## config.mk

```make
export PLATFORM = sky130hd
export DESIGN_NAME = bram_stream_reader_flat
export DESIGN_NICKNAME = d
export VERILOG_FILES = /design/src/rtl/bram_stream_reader_pkg.sv /design/src/rtl/bram_stream_reader_if.sv /design/src/rtl/bram_stream_reader_fifo.sv /design/src/rtl/bram_stream_reader.sv /design/src/flat_wrapper.sv
export SDC_FILE = /design/constraint.sdc
export NUM_CORES = 1
export LEC_CHECK = 0
export ABC_AREA = 1
export CORE_ASPECT_RATIO = 0.7
export CORE_MARGIN = 8
export CORE_UTILIZATION = 33
export DETAILED_ROUTE_END_ITERATION = 8
export PLACE_DENSITY = 0.52
export SYNTH_ARGS = -nofsm -noshare
export SYNTH_HDL_FRONTEND = slang
export SYNTH_SLANG_ARGS = --single-unit
```

## constraint.sdc

```tcl
create_clock -name clk -period 2.85 [get_ports clk]
set_input_delay 0.4275 -clock clk [delete_from_list [all_inputs] [get_ports clk]]
set_output_delay 0.4275 -clock clk [all_outputs]
set_load 0.05 [all_outputs]
```

## src/rtl/bram_stream_reader_pkg.sv

```systemverilog
`default_nettype none
// +----------------------------------------------------------------------------+
// | bram_stream_reader_pkg                                                     |
// | Constants shared by the BRAM stream reader and its buffer.                 |
// | Revision: 1.0                                                              |
// +----------------------------------------------------------------------------+
package bram_stream_reader_pkg;

    // Depth of the output buffer; read credit starts at this value.
    localparam int unsigned c_BUF_DEPTH = 2;

endpackage
`default_nettype wire

```

## src/rtl/bram_stream_reader_if.sv

```systemverilog
`default_nettype none
// +----------------------------------------------------------------------------+
// | bram_stream_reader_if                                                      |
// | Valid/ready stream carrying data words and an end-of-transfer marker.      |
// | Revision: 1.0                                                              |
// +----------------------------------------------------------------------------+
interface bram_stream_reader_if #(
    parameter int DATA_WIDTH = 32
) ();
    logic [DATA_WIDTH-1:0] data;
    logic                  valid;
    logic                  ready;
    logic                  last;

    modport master (output data, output valid, output last, input ready);
    modport slave  (input data, input valid, input last, output ready);
endinterface
`default_nettype wire

```

## src/rtl/bram_stream_reader_fifo.sv

```systemverilog
`default_nettype none
// +----------------------------------------------------------------------------+
// | stream_fifo2                                                               |
// | Two-entry synchronous FIFO with head-of-queue output.                      |
// | Revision: 1.0                                                              |
// +----------------------------------------------------------------------------+
module stream_fifo2 #(
    parameter int DATA_WIDTH = 32
) (
    input  logic                  clk,
    input  logic                  rst,
    input  logic                  i_push,
    input  logic [DATA_WIDTH-1:0] i_din,
    input  logic                  i_pop,
    output logic [DATA_WIDTH-1:0] o_dout,
    output logic                  o_full,
    output logic                  o_empty
);
    logic [DATA_WIDTH-1:0] r_mem [2];
    logic                  r_wptr;
    logic                  r_rptr;
    logic [1:0]            r_cnt;
    logic                  w_rd;

    assign w_rd    = i_pop && !o_empty;
    assign o_full  = (r_cnt == 2'd2);
    assign o_empty = (r_cnt == 2'd0);
    assign o_dout  = r_mem[r_rptr];

    always_ff @(posedge clk) begin
        if (rst) begin
            r_mem[0] <= '0;
            r_mem[1] <= '0;
            r_wptr   <= 1'b0;
            r_rptr   <= 1'b0;
            r_cnt    <= 2'd0;
        end else begin
            if (i_push) begin
                r_mem[r_wptr] <= i_din;
                r_wptr        <= ~r_wptr;
            end
            if (w_rd) begin
                r_rptr <= ~r_rptr;
            end
            r_cnt <= r_cnt + 2'(i_push) - 2'(w_rd);
        end
    end
endmodule
`default_nettype wire

```

## src/rtl/bram_stream_reader.sv

```systemverilog
`default_nettype none
// +----------------------------------------------------------------------------+
// | bram_stream_reader                                                         |
// | Reads a contiguous BRAM range and emits it as a valid/ready stream.        |
// | Revision: 1.0                                                              |
// +----------------------------------------------------------------------------+
module bram_stream_reader
    import bram_stream_reader_pkg::*;
#(
    parameter int DATA_WIDTH = 32,
    parameter int ADDR_WIDTH = 10
) (
    input  logic                  clk,
    input  logic                  rst,
    input  logic                  i_start,
    input  logic [ADDR_WIDTH-1:0] i_base_addr,
    input  logic [ADDR_WIDTH:0]   i_count,
    output logic                  o_busy,
    output logic                  o_done,
    output logic [ADDR_WIDTH-1:0] o_bram_addr,
    output logic                  o_bram_wr,
    output logic [DATA_WIDTH-1:0] o_bram_din,
    input  logic [DATA_WIDTH-1:0] i_bram_dout,
    bram_stream_reader_if.master  m_stream
);
    typedef enum logic [1:0] {
        ST_IDLE  = 2'd0,
        ST_READ  = 2'd1,
        ST_DRAIN = 2'd2
    } state_e;

    localparam int                  c_CREDIT_W = 2;
    localparam logic [ADDR_WIDTH:0] c_CNT_ONE  = 1;
    localparam logic [ADDR_WIDTH-1:0] c_ADDR_ONE = 1;

    state_e                  r_state;
    state_e                  w_state_nxt;
    logic [ADDR_WIDTH-1:0]   r_addr;
    logic [ADDR_WIDTH:0]     r_count;
    logic [ADDR_WIDTH:0]     r_issued;
    logic [ADDR_WIDTH:0]     r_delivered;
    logic [c_CREDIT_W-1:0]   r_credit;
    logic                    r_inflight;
    logic                    r_done;

    logic                    w_issue;
    logic                    w_load;
    logic                    w_done_nxt;
    logic                    w_pop;
    logic                    w_push;
    logic                    w_is_last;
    logic                    w_full;
    logic                    w_empty;
    logic [DATA_WIDTH-1:0]   w_head;

    assign w_pop     = !w_empty && m_stream.ready;
    assign w_is_last = ((r_delivered + c_CNT_ONE) == r_count);
    assign w_push    = r_inflight && (!w_full || w_pop);

    always_ff @(posedge clk) begin
        if (rst) begin
            r_state <= ST_IDLE;
        end else begin
            r_state <= w_state_nxt;
        end
    end

    // A handshake frees a buffer slot in the same cycle, so it counts as credit.
    always_comb begin
        w_state_nxt = r_state;
        w_issue     = 1'b0;
        w_load      = 1'b0;
        w_done_nxt  = 1'b0;
        case (r_state)
            ST_IDLE: begin
                if (i_start) begin
                    if (i_count != '0) begin
                        w_load      = 1'b1;
                        w_state_nxt = ST_READ;
                    end else begin
                        w_done_nxt = 1'b1;
                    end
                end
            end
            ST_READ: begin
                w_issue = (r_credit != '0) || w_pop;
                if (w_issue && ((r_issued + c_CNT_ONE) == r_count)) begin
                    w_state_nxt = ST_DRAIN;
                end
            end
            ST_DRAIN: begin
                if (w_pop && w_is_last) begin
                    w_state_nxt = ST_IDLE;
                    w_done_nxt  = 1'b1;
                end
            end
            default: begin
                w_state_nxt = ST_IDLE;
            end
        endcase
    end

    always_ff @(posedge clk) begin
        if (rst) begin
            r_addr      <= '0;
            r_count     <= '0;
            r_issued    <= '0;
            r_delivered <= '0;
            r_credit    <= c_CREDIT_W'(c_BUF_DEPTH);
            r_inflight  <= 1'b0;
            r_done      <= 1'b0;
        end else begin
            r_inflight <= w_issue;
            r_done     <= w_done_nxt;
            if (w_load) begin
                r_addr      <= i_base_addr;
                r_count     <= i_count;
                r_issued    <= '0;
                r_delivered <= '0;
                r_credit    <= c_CREDIT_W'(c_BUF_DEPTH);
            end else begin
                if (w_issue) begin
                    r_addr   <= r_addr + c_ADDR_ONE;
                    r_issued <= r_issued + c_CNT_ONE;
                end
                if (w_pop) begin
                    r_delivered <= r_delivered + c_CNT_ONE;
                end
                r_credit <= r_credit - c_CREDIT_W'(w_issue) + c_CREDIT_W'(w_pop);
            end
        end
    end

    stream_fifo2 #(
        .DATA_WIDTH (DATA_WIDTH)
    ) u_buf (
        .clk     (clk),
        .rst     (rst),
        .i_push  (w_push),
        .i_din   (i_bram_dout),
        .i_pop   (w_pop),
        .o_dout  (w_head),
        .o_full  (w_full),
        .o_empty (w_empty)
    );

    assign o_busy         = (r_state != ST_IDLE);
    assign o_done         = r_done;
    assign o_bram_addr    = r_addr;
    assign o_bram_wr      = 1'b0;
    assign o_bram_din     = '0;
    assign m_stream.data  = w_head;
    assign m_stream.valid = !w_empty;
    assign m_stream.last  = !w_empty && w_is_last;
endmodule
`default_nettype wire

```

## src/flat_wrapper.sv

```systemverilog
// flat-port wrapper written by rule: the top's interface ports become plain ports
module bram_stream_reader_flat import bram_stream_reader_pkg::*;
#(
    parameter int DATA_WIDTH = 32,
    parameter int ADDR_WIDTH = 10
)
  (clk, rst, i_start, i_base_addr, i_count, o_busy, o_done, o_bram_addr, o_bram_wr, o_bram_din, i_bram_dout, m_stream_data, m_stream_valid, m_stream_last, m_stream_ready);
  bram_stream_reader_if #(.DATA_WIDTH(DATA_WIDTH)) m_stream_i ();
  input  logic clk;
  input  logic rst;
  input  logic i_start;
  input  logic [ADDR_WIDTH-1:0] i_base_addr;
  input  logic [ADDR_WIDTH:0] i_count;
  output logic o_busy;
  output logic o_done;
  output logic [ADDR_WIDTH-1:0] o_bram_addr;
  output logic o_bram_wr;
  output logic [DATA_WIDTH-1:0] o_bram_din;
  input  logic [DATA_WIDTH-1:0] i_bram_dout;
  output wire logic [$bits(m_stream_i.data)-1:0] m_stream_data;
  output wire logic [$bits(m_stream_i.valid)-1:0] m_stream_valid;
  output wire logic [$bits(m_stream_i.last)-1:0] m_stream_last;
  input wire logic [$bits(m_stream_i.ready)-1:0] m_stream_ready;
  assign m_stream_data = m_stream_i.data;
  assign m_stream_valid = m_stream_i.valid;
  assign m_stream_last = m_stream_i.last;
  assign m_stream_i.ready = m_stream_ready;
  bram_stream_reader #(.DATA_WIDTH(DATA_WIDTH), .ADDR_WIDTH(ADDR_WIDTH)) u_core (.clk(clk), .rst(rst), .i_start(i_start), .i_base_addr(i_base_addr), .i_count(i_count), .o_busy(o_busy), .o_done(o_done), .o_bram_addr(o_bram_addr), .o_bram_wr(o_bram_wr), .o_bram_din(o_bram_din), .i_bram_dout(i_bram_dout), .m_stream(m_stream_i));
endmodule
```

== Yosys cells after proc, flatten, opt, wreduce, memory -nomap -nowiden ==
Memory sizes are Yosys's and may differ from the RTL's. A register that Yosys moved wholly into a read port is not among the register bits.
Index checks and enable logic that the tools add are counted.

* Output and inout bits: 79
* RAM bits: 64
* Input port bits: 57
* Memories: 1
* Word-level logic and storage cells: 74
* Register bits after elaboration: 53

{| class="wikitable"
|+ Memories
! name !! depth !! bits a word !! read ports !! clocked after Yosys merged registers in !! wr ports !! RTL line !! RTL
|-
| u_core.u_buf.r_mem || 2 || 32 || 1 || 1 || 2 || bram_stream_reader_fifo.sv:19 || <nowiki>logic [DATA_WIDTH-1:0] r_mem [2];</nowiki>
|}

* Reductions and logical operators: 19
* Equality and inequality tests: 9
* Bitwise gates (word level): 2
* Mux-type cells: 25
* $add $sub $neg: 7

{| class="wikitable"
|+ Operator list
! cell !! number
|-
| $mux 32 || 1
|-
| $reduce_or 32->1 || 1
|-
| $add 11x1->11 const B || 2
|-
| $eq 11x11->1 || 2
|-
| $mux 10 || 2
|-
| $mux 1 || 16
|-
| $reduce_bool 11->1 || 1
|-
| $add 10x1->10 const B || 1
|-
| $mux 2 || 4
|-
| $logic_and 1x1->1 || 6
|-
| $ne 2x1->1 const B || 3
|-
| $pmux 2 s3 || 1
|-
| $reduce_bool 2->1 || 3
|-
| $add 2x1->2 || 2
|-
| $eq 2x2->1 const B || 2
|-
| $logic_not 2->1 || 2
|-
| $reduce_and 4->1 || 1
|-
| $sub 2x1->2 || 2
|-
| $eq 2x1->1 const B || 1
|-
| $logic_not 1->1 || 2
|-
| $logic_or 1x1->1 || 2
|-
| $ne 2x2->1 const B || 1
|-
| $not 1->1 || 2
|-
| $pmux 1 s2 || 1
|-
| $reduce_or 2->1 || 1
|}

== Logic depth before layout (Yosys ltp) ==
Gate-level depths: netlist of the first run.

* Word-level depth: 10
* Gate-level depth with buffers: 15
* Gate-level depth less buffers: 15

== By module ==
Synthesis of the first run repeated with hierarchy kept, for this count alone.

* Cell total of the unflattened synthesis: 760
* Area, all modules: 6273.5 um^2

{| class="wikitable"
|+ By module, submodules not included
! module !! sequential area each (um^2) !! cells an instance !! area each (um^2) !! times used
|-
| bram_stream_reader || 980.9 || 519 || 3255.6 || 1
|-
| stream_fifo2 || 2021.9 || 241 || 3017.9 || 1
|}

== Worst setup path after synthesis of the first run ==
Ideal clock, no wire load.

* Path kind: flip-flop to output port
* Start: register u_core.r_delivered[0]
* End: output m_stream_last
* Stages on the path, launching flop included: 10
* Setup slack: 0.065 ns
* Required time: 2.423 ns
* Path buffers: 0
* Arrival time: 2.358 ns
* Path through: dfxtp_1 -> ha_1 -> nand3_1 -> inv_1 -> nand2_1 -> nand3_1 -> nand3_1 -> nor2_1 -> nand3_1 -> nor3b_1

* Longest elaborated chain between the ends: 3

{| class="wikitable"
|+ Ends and longest elaborated chain
! element !! RTL line !! RTL
|-
| start: declaration || bram_stream_reader.sv:41 || <nowiki>logic [ADDR_WIDTH:0] r_delivered;</nowiki>
|-
| start signal: assignment || bram_stream_reader.sv:127 || <nowiki>r_delivered <= r_delivered + c_CNT_ONE;</nowiki>
|-
| $add 11x1->11 || bram_stream_reader.sv:57 || <nowiki>assign w_is_last = ((r_delivered + c_CNT_ONE) == r_count);</nowiki>
|-
| $eq 11x11->1 || bram_stream_reader.sv:57 ||
|-
| $logic_and 1x1->1 || bram_stream_reader.sv:154 || <nowiki>assign m_stream.last = !w_empty && w_is_last;</nowiki>
|-
| end: declaration || flat_wrapper.sv:22 || <nowiki>output wire logic [$bits(m_stream_i.last)-1:0] m_stream_last;</nowiki>
|}

No other way between the ends.

== Worst setup path in the final report of the first run ==
* Start: register u_core.r_delivered[1]
* End: output m_stream_last

The elaborated chain is that of the path after synthesis.

==> impl_metrics.py, run 1 <==
metrics = {
    "timing": {
        "finalCritPeriodShare_pct": 93.3,
        "drv_slew": 0,
        "holdWs_ns": 0.453,
        "final.setup_skew_ns": 0.00781,
        "finalSetupTns_ns": 0,
        "tightest_slew_ns": 0.570,
        "setup-violations-final": 0,
        "count_of_endpoints_failing_hold_in_the_final_timing_report": 0,
        "maxSlewHeadroom_pct": 61.9,
        "fmaxAchievable_ghz": 0.376,
        "rsz0062_at_grt": "false",
        "layout_min_cycle_time_ns": 2.66,
    },
    "floorplanning": {
        "die_height_um": 130,
        "ioPinCount": 136,
        "core_area_mm2": 0.0182,
        "design.die.area_mm2": 0.0234,
        "initial_utilization_pct": 33.9,
        "core.rowCount": 41,
        "horizontal_extent_of_the_die_um": 179,
    },
    "placement": {
        "port-buffer-count": 102,
        "numPlacedInstances": 1067,
        "place_congestion": 0.853,
        "hpwl_um": 11800,
    },
    "layout": {
        "post_route_cells_drive_above_1_share_pct": 15.9,
        "flow.area_growth_from_synthesis_pct": 34.4,
        "area.sequential_mm2": 0.00300,
        "layout.nets": 914,
        "filler_cell_count": 1778,
        "multiInputGateArea_mm2": 0.00259,
        "utilization_pct": 45.6,
        "layoutNonFillerInstCount": 1099,
        "antenna_cell_count": 0,
    },
    "cts": {
        "post_cts_hold_buffer_count": 0,
        "cts_inserted_buffers": 17,
        "cts_root_buffer": "clkbuf_16",
        "clk_pin_slew_ns": 0.06,
        "cts_setup_buffers": 0,
        "tritoncts_clock_tree": "yes",
        "clkLatencyLatePin_ns": 0.42,
        "tritoncts_num_sinks": 118,
        "cts.htree.levels": 4,
        "cts_repair_resize_count": 0,
        "ctsLongestPathBuffers": 2,
    },
    "critical_path": {
        "worst_setup_path_end_kind": "output port",
        "timing.critical_path.slowest_cell_delay_ns": 0.38,
        "cp_max_fo": 4,
        "critical_path.cell_chain": "ha_1, nand2_1, nor2_2, nand3_1, nand3_1, nand2_1, nor2_1, nand3_1, nor3b_2, buf_12",
        "critical_path.top_delay_family": "simple AND/OR/NAND/NOR gates",
        "worst_path_max_delay_cell": "dfxtp_1",
        "timing.critical_path.required_ns": 2.42,
        "timing_worst_setup_path_type": "flop to output port",
        "crit_path_start_kind": "flop",
        "critical_path_arrival_ns": 2.23,
        "critical_path_buf_inv_count": 1,
        "cp_common_cell": "nand3_1",
    },
    "outcome": {
        "outcome": "finished, final reports clean",
    },
    "synth": {
        "synth_top_flop_cell": "edfxtp_1",
        "yosysSeqAreaShare_pct": 48.8,
        "asyncSetResetFlopFracSynth_pct": 0,
        "netlist_area_mm2": 0.00616,
        "synthesis.instances": 739,
        "netlist_cell_types": 35,
        "synth.yosys.warnings": 0,
        "synth_edf_count": 64,
        "postSynthAreaPerCell_um2": 8.33,
        "synth_seq_cells": 118,
    },
    "route": {
        "detail_route.first_pass.iterations": 5,
        "drt_first_iter_violations": 309,
        "drt.antenna.violating_nets": 0,
        "viasPerCell": 4.55,
        "routed-via-count": 4997,
        "wire_per_inst_um": 14.7,
        "drc": 0,
        "detail_route.wirelength_um": 16200,
    },
    "power_and_ir_drop": {
        "irDropWorstVdd_mv": 0.319,
        "leakage_nw": 3.50,
        "finalPower_mw": 6.06,
        "total_power_density_per_cell_area_mw_per_mm2": 732,
    },
    "grt": {
        "grt_pass1_vias": 4776,
        "grt_use_total_pct": 14.4,
        "grt_remaining_overflow": 0,
        "maximum_number_of_pins_on_one_net_before_global_route_repair": 34,
        "grt_antenna_before_repair": 0,
        "wire_length_of_the_first_global_routing_pass_um": 25700,
    },
    "min_path": {
        "worst_min_delay_path_category": "flop to flop",
    },
    "flow_run": {
        "cap_violations": 0,
    },
}
[cell usage in the layout (no fill, tap or decap), drive strengths merged, types with 3 or more instances in the layout]
cell type and instances:
clkinvlp 4, clkinv 8, xor2 7, a31oi 3
a21oi 44, nand3 58, clkbuf 17, mux2 32
clkdlybuf4s50 69, nand4 5, o21ai 27, or2 3
conb 33, inv 91, dfxtp 54, ha 7
buf 45, a211oi 3, nor2 115, nand2 158
nand3b 4, xnor2 4, edfxtp 64
[cells by family after synthesis]
group                      after synthesis  synth area share, %
adders and majority gates                7                 1.42
and+or+nand+nor                        347                 24.1
xor gates and xnor gates                12                 1.93
other                                    1               0.0609
buffers and inverters                  144                 11.2
AOI/OAI and AO/OA                       78                 6.63
muxes                                   32                 5.85
DFF                                    118                 48.8
[stage by stage]
| step | instance area, um^2 | setup WS (ns) |
|---|---|---|
| 2_1_floorplan | 6280 | 0.0645 |
| 3_3_place_gp | 7690 | 0.566 |
| 3_5_place_dp | 7690 | 0.472 |
| 4_1_cts | 8270 | 0.0145 |
| 5_1_grt | 8280 | 0.0304 |
| 6_report | 8280 | 0.190 |
[area by class of cell]
cell class,instances,area share (%)
Tap cell,236,3.57
Sequential cell,118,36.3
Clock inverter,15,1.89
Inverter,90,4.08
Timing Repair Buffer,114,17.7
Clock buffer,17,5.14
Multi-Input combinational cell,509,31.3
[worst reg2reg max path, delay by kind of cell, from the launching register on]
family	cells	cell delay [ns]
adders and majority gates	2	0.44
buffers and inverters	3	0.16
DFF	1	0.29
and+or+nand+nor	6	1.03
[layer usage]
| layer | global-route usage [%] | part of all wire, % |
|---|---|---|
| met1 | 20.5 | 51 |
| met5 | 0 | 0 |
| met3 | 4.82 | 7.1 |
| met4 | 4.44 | 1.1 |
| met2 | 19.9 | 41 |
[synth_stat cells, types with 2 or more instances]
master    count  area, um^2
nand2_1     150         563
nor2_1      107         402
inv_1        86         323
edfxtp_1     64        1920
nand3_1      57         285
dfxtp_1      54        1080
a21oi_1      44         220
buf_4        36         270
mux2_2       32         360
o21ai_0      25         125
buf_2        10        50.1
nand2_2       8        50.1
ha_1          7        87.6
xor2_1        7        61.3
clkbuf_1      5        18.8
nor2_2        5        31.3
inv_2         4        15.0
nand3b_1      4        30.0
nand4_1       4        25.0
xnor2_1       4        35.0
a211oi_1      3        22.5
a31oi_1       3        18.8
buf_1         3        11.3
nor2_4        3        33.8
or2_2         3        18.8
nor4_1        2        12.5
[worst paths after layout]
| kind | from | endpoint | slack, ns | depth (start not counted) |
|---|---|---|---|---|
| max | u_core.r_delivered[1] | m_stream_last | 0.19 | 10 |
| min | u_core.u_buf.r_rptr | flop | 0.45 | 1 |
| max reg2reg | u_core.u_buf.r_cnt[0] | u_core.r_credit[1] | 0.88 | 11 |
| min reg2reg | u_core.u_buf.r_rptr | flop | 0.45 | 1 |
[registers in the layout (all words and copies together), names as in the netlist, named ones only]
name                 flops
u_core.o_done            1
u_core.r_delivered      11
u_core.u_buf.r_mem      64
u_core.u_buf.r_cnt       2
u_core.r_count          11
u_core.u_buf.r_rptr      1
u_core.r_inflight        1
u_core.u_buf.r_wptr      1
u_core.o_bram_addr      10
u_core.r_issued         11
u_core.r_state           2
u_core.r_credit          2
[where the power goes]
part	switching, mW	internal (mW)	total, mW
Combinational	1.15	0.798	1.95
Clock	0.812	1.29	2.10
Sequential	0.0840	1.93	2.01
(Power assumes the default switching activity.)
==> inputs of run 2 (changes only) <==
--- a/config.mk
+++ b/config.mk
@@ -9,8 +9,10 @@
 export CORE_ASPECT_RATIO = 0.7
 export CORE_MARGIN = 8
 export CORE_UTILIZATION = 33
+export CTS_CLUSTER_DIAMETER = 30
 export DETAILED_ROUTE_END_ITERATION = 8
 export PLACE_DENSITY = 0.52
 export SYNTH_ARGS = -nofsm -noshare
 export SYNTH_HDL_FRONTEND = slang
 export SYNTH_SLANG_ARGS = --single-unit
+export TNS_END_PERCENT = 100
==> results of run 2 <==
The final DEF is identical to that of run 1; final timing and power are the same.
